[config.mk]
export PLATFORM = sky130hd
export DESIGN_NAME = alu_mdu_flat
export DESIGN_NICKNAME = d
export VERILOG_FILES = /design/src/rtl/alu_mdu_if.sv /design/src/rtl/alu_mdu.sv /design/src/flat_wrapper.sv
export SDC_FILE = /design/constraint.sdc
export NUM_CORES = 1
export LEC_CHECK = 0
export CORE_MARGIN = 2
export CORE_UTILIZATION = 55
export CTS_CLUSTER_DIAMETER = 200
export DETAILED_ROUTE_END_ITERATION = 10
export MAX_ROUTING_LAYER = met4
export PLACE_DENSITY = 0.73
export SYNTH_ARGS = -nofsm -noshare
export SYNTH_HDL_FRONTEND = slang
export SYNTH_SLANG_ARGS = --single-unit
[constraint.sdc]
create_clock -name clk_i -period 5.77 [get_ports clk_i]
set_input_delay 1.4425 -clock clk_i [delete_from_list [all_inputs] [get_ports clk_i]]
set_output_delay 1.4425 -clock clk_i [all_outputs]
set_load 0.005 [all_outputs]
[src/rtl/alu_mdu_if.sv]
// alu_mdu_if: request/response bundle for the ALU/MDU block.
//   slave  : seen from the ALU/MDU (requests in, results out)
//   master : seen from the requester (requests out, results in)
// Signals:
//   flush_i        abort any operation in flight (synchronous)
//   in_valid_i     request valid; accepted with in_ready_o at a rising edge
//   op_i           operation code
//   operand_a_i/_b_i  operands
//   in_ready_o     block can accept a request this edge
//   out_valid_o    result valid; consumed with out_ready_i at a rising edge
//   out_ready_i    requester takes the result
//   result_o       result value
//   div_by_zero_o  result came from divide/remainder by zero
//   busy_o         block is not idle
interface alu_mdu_if #(
   parameter int unsigned WIDTH = 32
);
   logic             flush_i;
   logic             in_valid_i;
   logic             in_ready_o;
   logic [4:0]       op_i;
   logic [WIDTH-1:0] operand_a_i;
   logic [WIDTH-1:0] operand_b_i;
   logic             out_valid_o;
   logic             out_ready_i;
   logic [WIDTH-1:0] result_o;
   logic             div_by_zero_o;
   logic             busy_o;

   modport slave (
      input  flush_i, in_valid_i, op_i, operand_a_i, operand_b_i, out_ready_i,
      output in_ready_o, out_valid_o, result_o, div_by_zero_o, busy_o
   );

   modport master (
      output flush_i, in_valid_i, op_i, operand_a_i, operand_b_i, out_ready_i,
      input  in_ready_o, out_valid_o, result_o, div_by_zero_o, busy_o
   );
endinterface

[src/rtl/alu_mdu.sv]
// alu_mdu: single-issue integer ALU plus iterative multiply/divide unit.
// Base ops complete one edge after accept; MUL*/DIV*/REM* iterate one bit per
// edge (radix-2 shift-add / restoring shift-subtract) on operand magnitudes
// and fix the sign at the last step. Divide-by-zero and signed overflow
// bypass the iteration.
// Ports:
//   clk_i   clock, rising edge
//   rst_ni  asynchronous active-low reset
//   bus     alu_mdu_if slave modport (handshake, operands, result, status)
module alu_mdu #(
   parameter int unsigned WIDTH = 32
) (
   input logic      clk_i,
   input logic      rst_ni,
   alu_mdu_if.slave bus
);

   localparam int unsigned ShW  = $clog2(WIDTH);
   localparam int unsigned CntW = $clog2(WIDTH + 1);

   typedef enum logic [1:0] {StIdle, StCalc, StDone} state_e;

   state_e             state_q;
   logic [CntW-1:0]    cnt_q;
   logic [WIDTH-1:0]   hi_q, lo_q, mcand_q;
   logic               neg_q, is_div_q, sel_hi_q;
   logic [WIDTH-1:0]   result_q;
   logic               out_valid_q, dbz_q, busy_q;

   // Accept-time decode
   logic [WIDTH-1:0]   a, b, base_res, a_mag, b_mag, special_res;
   logic [ShW-1:0]     sh;
   logic [2:0]         funct;
   logic               is_div, is_rem, a_signed, b_signed, a_neg, b_neg;
   logic               div_zero, div_ovf, neg_init, sel_hi_init;

   always_comb begin
      a  = bus.operand_a_i;
      b  = bus.operand_b_i;
      sh = b[ShW-1:0];
      base_res = b;
      case (bus.op_i[3:0])
         4'd0:    base_res = a + b;
         4'd1:    base_res = a - b;
         4'd2:    base_res = {{(WIDTH-1){1'b0}}, $signed(a) < $signed(b)};
         4'd3:    base_res = {{(WIDTH-1){1'b0}}, a < b};
         4'd4:    base_res = a ^ b;
         4'd5:    base_res = a | b;
         4'd6:    base_res = a & b;
         4'd7:    base_res = a << sh;
         4'd8:    base_res = a >> sh;
         4'd9:    base_res = WIDTH'($signed(a) >>> sh);
         default: base_res = b;
      endcase

      funct  = bus.op_i[2:0];
      is_div = funct[2];
      is_rem = funct[1];
      // DIV/REM are signed on even codes; MULH is s*s, MULHSU is s*u
      a_signed = is_div ? ~funct[0] : (funct == 3'd1 || funct == 3'd2);
      b_signed = is_div ? ~funct[0] : (funct == 3'd1);
      a_neg    = a_signed & a[WIDTH-1];
      b_neg    = b_signed & b[WIDTH-1];
      a_mag    = a_neg ? (~a + 1'b1) : a;
      b_mag    = b_neg ? (~b + 1'b1) : b;

      div_zero = is_div && (b == '0);
      div_ovf  = is_div && ~funct[0] && (a == {1'b1, {(WIDTH-1){1'b0}}}) && (b == '1);
      if (div_zero) begin
         special_res = is_rem ? a : '1;
      end else begin
         special_res = is_rem ? '0 : a;
      end

      // Remainder takes the dividend sign; everything else the sign product
      neg_init    = (is_div && is_rem) ? a_neg : (a_neg ^ b_neg);
      sel_hi_init = is_div ? is_rem : (funct[1:0] != 2'd0);
   end

   // One iteration step, computed from the registered working state
   logic [WIDTH:0]     mul_sum, rem_sh, diff;
   logic [WIDTH-1:0]   step_hi, step_lo, lo_fix, hi_fix, calc_res;
   logic [2*WIDTH-1:0] prod, prod_fix;

   always_comb begin
      mul_sum = {1'b0, hi_q} + {1'b0, (lo_q[0] ? mcand_q : '0)};
      rem_sh  = {hi_q, lo_q[WIDTH-1]};
      // diff[WIDTH] set means the trial subtraction borrowed: restore
      diff    = rem_sh - {1'b0, mcand_q};
      if (is_div_q) begin
         step_hi = diff[WIDTH] ? rem_sh[WIDTH-1:0] : diff[WIDTH-1:0];
         step_lo = {lo_q[WIDTH-2:0], ~diff[WIDTH]};
      end else begin
         step_hi = mul_sum[WIDTH:1];
         step_lo = {mul_sum[0], lo_q[WIDTH-1:1]};
      end

      prod     = {step_hi, step_lo};
      prod_fix = neg_q ? (~prod + 1'b1) : prod;
      lo_fix   = neg_q ? (~step_lo + 1'b1) : step_lo;
      hi_fix   = neg_q ? (~step_hi + 1'b1) : step_hi;
      if (is_div_q) begin
         calc_res = sel_hi_q ? hi_fix : lo_fix;
      end else begin
         calc_res = sel_hi_q ? prod_fix[2*WIDTH-1:WIDTH] : prod_fix[WIDTH-1:0];
      end
   end

   always_ff @(posedge clk_i or negedge rst_ni) begin
      if (!rst_ni) begin
         state_q     <= StIdle;
         cnt_q       <= '0;
         hi_q        <= '0;
         lo_q        <= '0;
         mcand_q     <= '0;
         neg_q       <= 1'b0;
         is_div_q    <= 1'b0;
         sel_hi_q    <= 1'b0;
         result_q    <= '0;
         out_valid_q <= 1'b0;
         dbz_q       <= 1'b0;
         busy_q      <= 1'b0;
      end else if (bus.flush_i) begin
         state_q     <= StIdle;
         cnt_q       <= '0;
         out_valid_q <= 1'b0;
         dbz_q       <= 1'b0;
         busy_q      <= 1'b0;
      end else begin
         unique case (state_q)
            StIdle: begin
               if (bus.in_valid_i) begin
                  busy_q <= 1'b1;
                  if (!bus.op_i[4]) begin
                     result_q    <= base_res;
                     out_valid_q <= 1'b1;
                     state_q     <= StDone;
                  end else if (div_zero || div_ovf) begin
                     result_q    <= special_res;
                     dbz_q       <= div_zero;
                     out_valid_q <= 1'b1;
                     state_q     <= StDone;
                  end else begin
                     cnt_q    <= CntW'(WIDTH);
                     hi_q     <= '0;
                     // Divider shifts the dividend out of lo; multiplier the multiplier
                     lo_q     <= is_div ? a_mag : b_mag;
                     mcand_q  <= is_div ? b_mag : a_mag;
                     neg_q    <= neg_init;
                     is_div_q <= is_div;
                     sel_hi_q <= sel_hi_init;
                     state_q  <= StCalc;
                  end
               end
            end
            StCalc: begin
               hi_q  <= step_hi;
               lo_q  <= step_lo;
               cnt_q <= cnt_q - CntW'(1);
               if (cnt_q == CntW'(1)) begin
                  result_q    <= calc_res;
                  out_valid_q <= 1'b1;
                  state_q     <= StDone;
               end
            end
            StDone: begin
               if (bus.out_ready_i) begin
                  out_valid_q <= 1'b0;
                  dbz_q       <= 1'b0;
                  busy_q      <= 1'b0;
                  state_q     <= StIdle;
               end
            end
            default: state_q <= StIdle;
         endcase
      end
   end

   assign bus.in_ready_o    = (state_q == StIdle) && !bus.flush_i;
   assign bus.out_valid_o   = out_valid_q;
   assign bus.result_o      = result_q;
   assign bus.div_by_zero_o = dbz_q;
   assign bus.busy_o        = busy_q;

endmodule

[src/flat_wrapper.sv]
// flat-port wrapper written by rule: the top's interface ports become plain ports
module alu_mdu_flat 
#(
   parameter int unsigned WIDTH = 32
)
  (clk_i, rst_ni, bus_flush_i, bus_in_valid_i, bus_op_i, bus_operand_a_i, bus_operand_b_i, bus_out_ready_i, bus_in_ready_o, bus_out_valid_o, bus_result_o, bus_div_by_zero_o, bus_busy_o);
  alu_mdu_if #(.WIDTH(WIDTH)) bus_i ();
  input logic clk_i;
  input logic rst_ni;
  input wire logic [$bits(bus_i.flush_i)-1:0] bus_flush_i;
  input wire logic [$bits(bus_i.in_valid_i)-1:0] bus_in_valid_i;
  input wire logic [$bits(bus_i.op_i)-1:0] bus_op_i;
  input wire logic [$bits(bus_i.operand_a_i)-1:0] bus_operand_a_i;
  input wire logic [$bits(bus_i.operand_b_i)-1:0] bus_operand_b_i;
  input wire logic [$bits(bus_i.out_ready_i)-1:0] bus_out_ready_i;
  output wire logic [$bits(bus_i.in_ready_o)-1:0] bus_in_ready_o;
  output wire logic [$bits(bus_i.out_valid_o)-1:0] bus_out_valid_o;
  output wire logic [$bits(bus_i.result_o)-1:0] bus_result_o;
  output wire logic [$bits(bus_i.div_by_zero_o)-1:0] bus_div_by_zero_o;
  output wire logic [$bits(bus_i.busy_o)-1:0] bus_busy_o;
  assign bus_i.flush_i = bus_flush_i;
  assign bus_i.in_valid_i = bus_in_valid_i;
  assign bus_i.op_i = bus_op_i;
  assign bus_i.operand_a_i = bus_operand_a_i;
  assign bus_i.operand_b_i = bus_operand_b_i;
  assign bus_i.out_ready_i = bus_out_ready_i;
  assign bus_in_ready_o = bus_i.in_ready_o;
  assign bus_out_valid_o = bus_i.out_valid_o;
  assign bus_result_o = bus_i.result_o;
  assign bus_div_by_zero_o = bus_i.div_by_zero_o;
  assign bus_busy_o = bus_i.busy_o;
  alu_mdu #(.WIDTH(WIDTH)) u_core (.clk_i(clk_i), .rst_ni(rst_ni), .bus(bus_i));
endmodule
==> results.toml, run 1 <==
[clock_tree]
cts_sinks = 142
clk_pin_slew_ps = 60
cts_buffer_depth = 2
cts_buffers = 17
clock_latency_ps = 460
ctsRootBufferMaster = "clkbuf_16"
htreeDepth = 4
cts_tree = "done"

[place]
port_buffers = 109
place.gp.congestion = 1.14
hpwl_um = 94000

[setup_path]
cp-end-kind = "flip-flop"
ff2ff_setup_slack_ps = 50
crit_buf_inv = 3
worstPathCellList = "inv_1, ha_1, fa_1, nand2b_1, a21oi_2, o211ai_1, a21boi_4, o21ai_2, a22oi_1, ha_1, nand2_1, nor2_1, buf_4, nand2_1, or2_2, nand2_1, nand4_1, buf_4, o21ai_0, xnor2_1, a21oi_1, nor2_1"
critPathLaunchType = "flip-flop"
r2r-start = "u_core.lo_q[31]"
rr_worst_depth = 22
crit_path_max_fanout = 7
timing.rr.end = "u_core.bus.result_o[16]"
cp_slowest_stage_delay_ps = 560
critPathTopFamily = "compound AO/OA/AOI/OAI gates"
crit_type = "reg -> reg"
cpMaxStageDelayCell = "dfrtp_1"
cpMostUsedCell = "nand2_1"
required_ps = 6100
crit_arrival_ps = 6060

[detailed_routing]
drc_errors = 0
wire_per_inst_um = 28.9
vias = 31238
wirelength_um = 123000
first_iter_violations = 5039
antenna_left = 0
vias_per_cell = 7.33
first_pass_iters = 9

[sta]
final-setup-viol-count = 0
timing.final.crit_share_pct = 99.2
max_freq_ghz = 0.175
period_needed_ps = 5720
clock_skew_ps = 12.9
finalSetupTns_ps = 0
slew_headroom_pct = 15.4
rsz0062_at_grt = "false"
slew_viol_final = 0
hold_violations = 0
tightest_slew_ps = 1270

[logic_synthesis]
yosys.cell_types.count = 109
postSynthCellCount = 3504
synth_nets = 3750
synth_flop_cell = "dfrtp_1"
synth_area_per_cell_um2 = 7.05
ys_async_sr_fraction_pct = 100
ys_ff_latch = 142
synth.cell_area_um2 = 24700
synth-edff-count = 0
yosys_warnings = 0
seq_area_frac_synth_pct = 14.4

[cells_and_area]
multiInputGateArea_um2 = 19500
drive_gt1_share_pct = 13.1
finalNetCount = 3902
final_common_cell = "o21ai_0"
fillCellCount = 4000
syn2layout_area_growth_pct = 14.8
seq_area_um2 = 3560
final_util_pct = 64.0
layout_common_cells = "o21ai_0 (352), nor2_1 (345), nand2_1 (344), a21oi_1 (318), buf_4 (291)"

[die]
initial_core_util_pct = 55.8
core_um2 = 44300
io_pins = 110
num_rows = 77
dieWidth_um = 216
dieHeight_um = 216
die-area_um2 = 46600

[hold_path]
hp-class = "reg -> reg"
worstHoldStart = "u_core.bus.result_o[15]"
hold_end = "u_core.bus.result_o[15]"
hold-path-cell-count = 2

[global_routing]
grt-ovfl-total = 0
grt_first_pass_wirelength_um = 183000
antenna_found_initial = 1
grt_max_degree = 103
grt_usage_pct = 52.6
grt_pass1_vias = 29570

[power]
vdd_ir_drop_max_mv = 0.350
p_leak_nw = 11.9
power_density_nw_per_um2 = 354
finalPower_mw = 10.0

[run_status]
status = "finished, final reports clean"

[job]
drv_cap = 0
-- power breakdown --
group / internal, mW / switching [mW] / leakage, nW / total (mW)
combinational: 2.66 / 4.56 / 9.83 / 7.23
clock: 0.644 / 0.509 / 0.276 / 1.15
sequential: 1.27 / 0.388 / 1.79 / 1.66
-- synth_stat cells, types with 45 or more instances --
master / count / area [µm²]
a21o_1: 50 / 375
nand2_1: 344 / 1290
nor3_1: 93 / 465
dfrtp_1: 142 / 3550
mux2i_1: 83 / 831
and2_1: 57 / 357
nor2_1: 349 / 1310
inv_1: 156 / 586
ha_1: 168 / 2100
xnor2_1: 113 / 990
a31oi_1: 54 / 338
o31ai_1: 45 / 338
o21ai_0: 352 / 1760
clkbuf_1: 200 / 751
a21oi_1: 318 / 1590
o211ai_1: 51 / 383
a211oi_1: 63 / 473
nand3_1: 69 / 345
-- what timing repair did --
item,4_1_cts,5_1_grt
buffers inserted,0,10
setup endpoints to repair,0,14
hold buffers,0,0
resized for setup,0,4
-- state kept, by name, indices dropped and copies added, names as in the netlist, 2 cells and up --
register / cells
u_core.hi_q: 32
u_core.bus.result_o: 32
u_core.lo_q: 32
u_core.cnt_q: 6
u_core.state_q: 2
u_core.mcand_q: 32
-- cell type report --
class / instances / share of cell area, %
multi-input combinational: 2931 / 68.9
tap: 592 / 2.61
clock inverter: 14 / 0.560
sequential: 142 / 12.5
clock buffer: 18 / 1.51
timing repair buffer: 403 / 11.8
antenna: 1 / 0.00882
inverter: 161 / 2.13
-- routing by layer --
metal | routed length [µm] | up-vias | GRT usage [%]
met1 | 41700 | 14450 | 58.9
met5 | 0 | - | -
met2 | 53000 | 2668 | 80.0
met3 | 15700 | 827 | 13.2
met4 | 12500 | 0 | 41.7
li1 | - | 13293 | -
-- tightest hold or removal path, delay by kind of cell (launching register included) --
family             cells  cell delay, ps
and+or+nand+nor        1              50
DFF                    1             340
AOI/OAI and AO/OA      1              80
-- cells by family after synthesis --
| logic type | share of synthesized area, % |
|---|---|
| AO/OA/AOI/OAI | 34.7 |
| AND/OR/NAND/NOR | 22.2 |
| buffers and inverters | 6.87 |
| adder cells (fa/ha/maj) | 8.83 |
| XOR/XNOR | 5.28 |
| flip-flops | 14.4 |
| multiplexers | 7.69 |
-- stage by stage --
stage / instances / setup WS [ps] / hold slack [ps] / cell area (µm²)
floorplan: 3504 / 153 / 463 / 24700
global placement: 4219 / -61.7 / 471 / 27700
detailed placement: 4219 / -115 / 501 / 27700
CTS: 4251 / 246 / 516 / 28300
global route: 4262 / 4.09 / 542 / 28400
finish: 4262 / 45.6 / 517 / 28400
-- how the worst max path moves through the flow --
stage,slack [ps],to,depth (start not counted),from
after CTS,250,u_core.bus.result_o[26],17,u_core.mcand_q[5]
after floorplan,150,u_core.bus.result_o[30],20,bus_operand_b_i[2]
after global placement,-60,u_core.bus.result_o[29],18,bus_operand_b_i[8]
after global routing,4,u_core.bus.result_o[29],18,bus_operand_b_i[8]
after detailed placement,-110,u_core.bus.result_o[29],18,bus_operand_b_i[8]
final,50,u_core.bus.result_o[16],22,u_core.lo_q[31]
No activity file was read; power rests on OpenSTA's default activity.
==> run 2, diff against run 1 <==
Settings changed: GPL_ROUTABILITY_DRIVEN from default to 0.
==> run 2 against run 1 <==
Effect of this change:
- the run now ends with DRC left
- register-to-register slack better by 30 ps
- via count decreased by 2.2%
- cell count is 1.6% lower
- total power fell by 4.9%
- clock skew increased by 0.65 ps
- worst hold slack got worse by 21 ps
- non-clock buffer count shrank 72
- sequential cell count unchanged
- sequential power rose by 3%
- sequential share of layout area grew 0.27 points
==> results.toml, run 2 (synthesized netlist as in run 1, its figures left out) <==
[run_status]
status = "complete, but fails checks"
failed_checks = "DRC"

[power]
pwr-share-clk_pct = 11.1
vdd_ir_drop_max_mv = 0.244
p_sw_mw = 5.18
power_density_nw_per_um2 = 344
p_sw_share_pct = 54.3
pwr-share-seq_pct = 17.9
p_int_mw = 4.36
combPwrFrac_pct = 70.9
p_leak_nw = 11.5

[clock_tree]
cts_buffers = 17
post_cts_buffers = 0
htreeDepth = 4
clk_pin_slew_ps = 70
ctsRootBufferMaster = "clkbuf_16"
cts_sinks = 142
cts_resized = 0
clock_latency_ps = 460
holdBufCountCts = 0
cts_buffer_depth = 2
cts_tree = "done"

[die]
num_rows = 77
die-area_um2 = 46600
initial_core_util_pct = 55.8
dieHeight_um = 216
io_pins = 110
core_um2 = 44300
dieWidth_um = 216

[cells_and_area]
finalNetCount = 3830
syn2layout_area_growth_pct = 12.4
layout_common_cells = "o21ai_0 (352), nor2_1 (346), nand2_1 (344), a21oi_1 (318), buf_4 (220)"
multiInputGateArea_um2 = 19500
fillCellCount = 4001
design_area_um2 = 27800
final_common_cell = "o21ai_0"
drive_gt1_share_pct = 11.3
finalNonFillerCells = 4193
seq_area_um2 = 3560

[setup_path]
crit_path_max_fanout = 10
crit_buf_inv = 2
critPathLaunchType = "flip-flop"
cpMostUsedCell = "nand2_1"
cp-end-kind = "flip-flop"
crit_arrival_ps = 6040
cp_slowest_stage_delay_ps = 490
cpMaxStageDelayCell = "dfrtp_1"
critPathTopFamily = "compound AO/OA/AOI/OAI gates"
required_ps = 6120
crit_type = "reg -> reg"
worstPathCellList = "inv_1, ha_1, fa_1, nand2b_1, a21oi_2, o211ai_1, a21boi_4, o21ai_2, a22oi_1, ha_1, nand2_1, nor2_1, nand2_1, or2_2, nand2_1, buf_4, o21ai_1, nor2_1, nand3b_1, o21ai_0, a21o_1"

[sta]
tightest_slew_ps = 1290
rsz0062_at_grt = "false"
timing.final.crit_share_pct = 98.8
slew_viol_final = 0
slew_headroom_pct = 13.5
clock_skew_ps = 13.5
hold_violations = 0
max_freq_ghz = 0.175
final-setup-viol-count = 0
worst_slack_ps = 71.5
period_needed_ps = 5700

[global_routing]
grt_max_degree = 84
antenna_found_initial = 4
grt_pass1_vias = 28943
grt-ovfl-total = 0
grt_usage_pct = 47.6
grt_first_pass_wirelength_um = 168000

[detailed_routing]
wire_per_inst_um = 26.5
first_iter_violations = 4943
vias = 30545
drc_errors = 60
first_pass_iters = 11
antenna_left = 0
wirelength_um = 111000
vias_per_cell = 7.28

[hold_path]
hp-class = "reg -> reg"

[place]
hpwl_um = 84500
place_area_um2 = 27200
port_buffers = 109
dp_cells = 4157
pre_cts_slack_ps = -169

[job]
drv_cap = 0
run 2: cell types whose count changed in the layout (fill, tap and decap cells not counted), moves of 2 or more:
cell and delta:
buf_4 -71, bufinv_16 -2, clkinv_4 +4, diode_2 +3
inv_6 -2, nor3_2 +2, nor3_4 -2
run 2: worst register-to-register path, delay by kind of cell, from the launching register on:
kind,cells,cell delay [ps]
buffers and inverters,2,340
adders and majority gates,3,910
AOI/OAI and AO/OA,8,2130
and+or+nand+nor,8,1710
DFF,1,490
run 2: layout make-up:
type	instances	area share (%)
inverter	161	2.18
sequential	142	12.8
tap	592	2.67
multi-input combinational	2931	70.3
antenna	4	0.0360
clock buffer	18	1.58
clock inverter	14	0.406
timing repair buffer	331	10.0
run 2: power by group through the flow:
| stage | Sequential, mW | Combinational (mW) | Clock [mW] |
|---|---|---|---|
| finish | 1.71 | 6.77 | 1.06 |
| global route | 1.72 | 7.21 | 1.10 |
| CTS | 1.67 | 6.45 | 1.07 |
| detailed placement | 1.69 | 6.40 | 0 |
| global placement | 1.68 | 6.27 | 0 |
| floorplan | 1.48 | 4.46 | 0 |
run 2: metal layers:
metal | global-route usage [%] | wire length [µm] | up-vias
met5 | - | 0 | -
met4 | 36.7 | 11100 | 0
met3 | 13.0 | 15300 | 869
met2 | 70.6 | 46700 | 2605
met1 | 54.7 | 38200 | 13917
li1 | - | - | 13154
run 2: stage by stage:
stage	hold WS, ps	setup TNS, ps	total power [mW]	util [%]
final	496	0	9.55	62.7
after global placement	474	-120	7.94	61.3
after CTS	495	0	9.19	62.6
after detailed placement	481	-169	8.10	61.3
after global routing	535	0	10.0	62.7
after floorplan	463	0	5.94	-
run 2: path summary, 6_finish.rpt:
check / to / slack [ps] / cells past startpoint / startpoint
min: u_core.bus.result_o[9] / 500 / 2 / u_core.bus.result_o[9]
max: u_core.bus.result_o[6] / 70 / 21 / u_core.lo_q[31]
max reg2reg: u_core.bus.result_o[6] / 70 / 21 / u_core.lo_q[31]
min in group asynchronous: u_core.mcand_q[4] / 910 / 1 / rst_ni
min reg2reg: u_core.bus.result_o[9] / 500 / 2 / u_core.bus.result_o[9]
max in group asynchronous: u_core.mcand_q[30] / 3710 / 2 / rst_ni
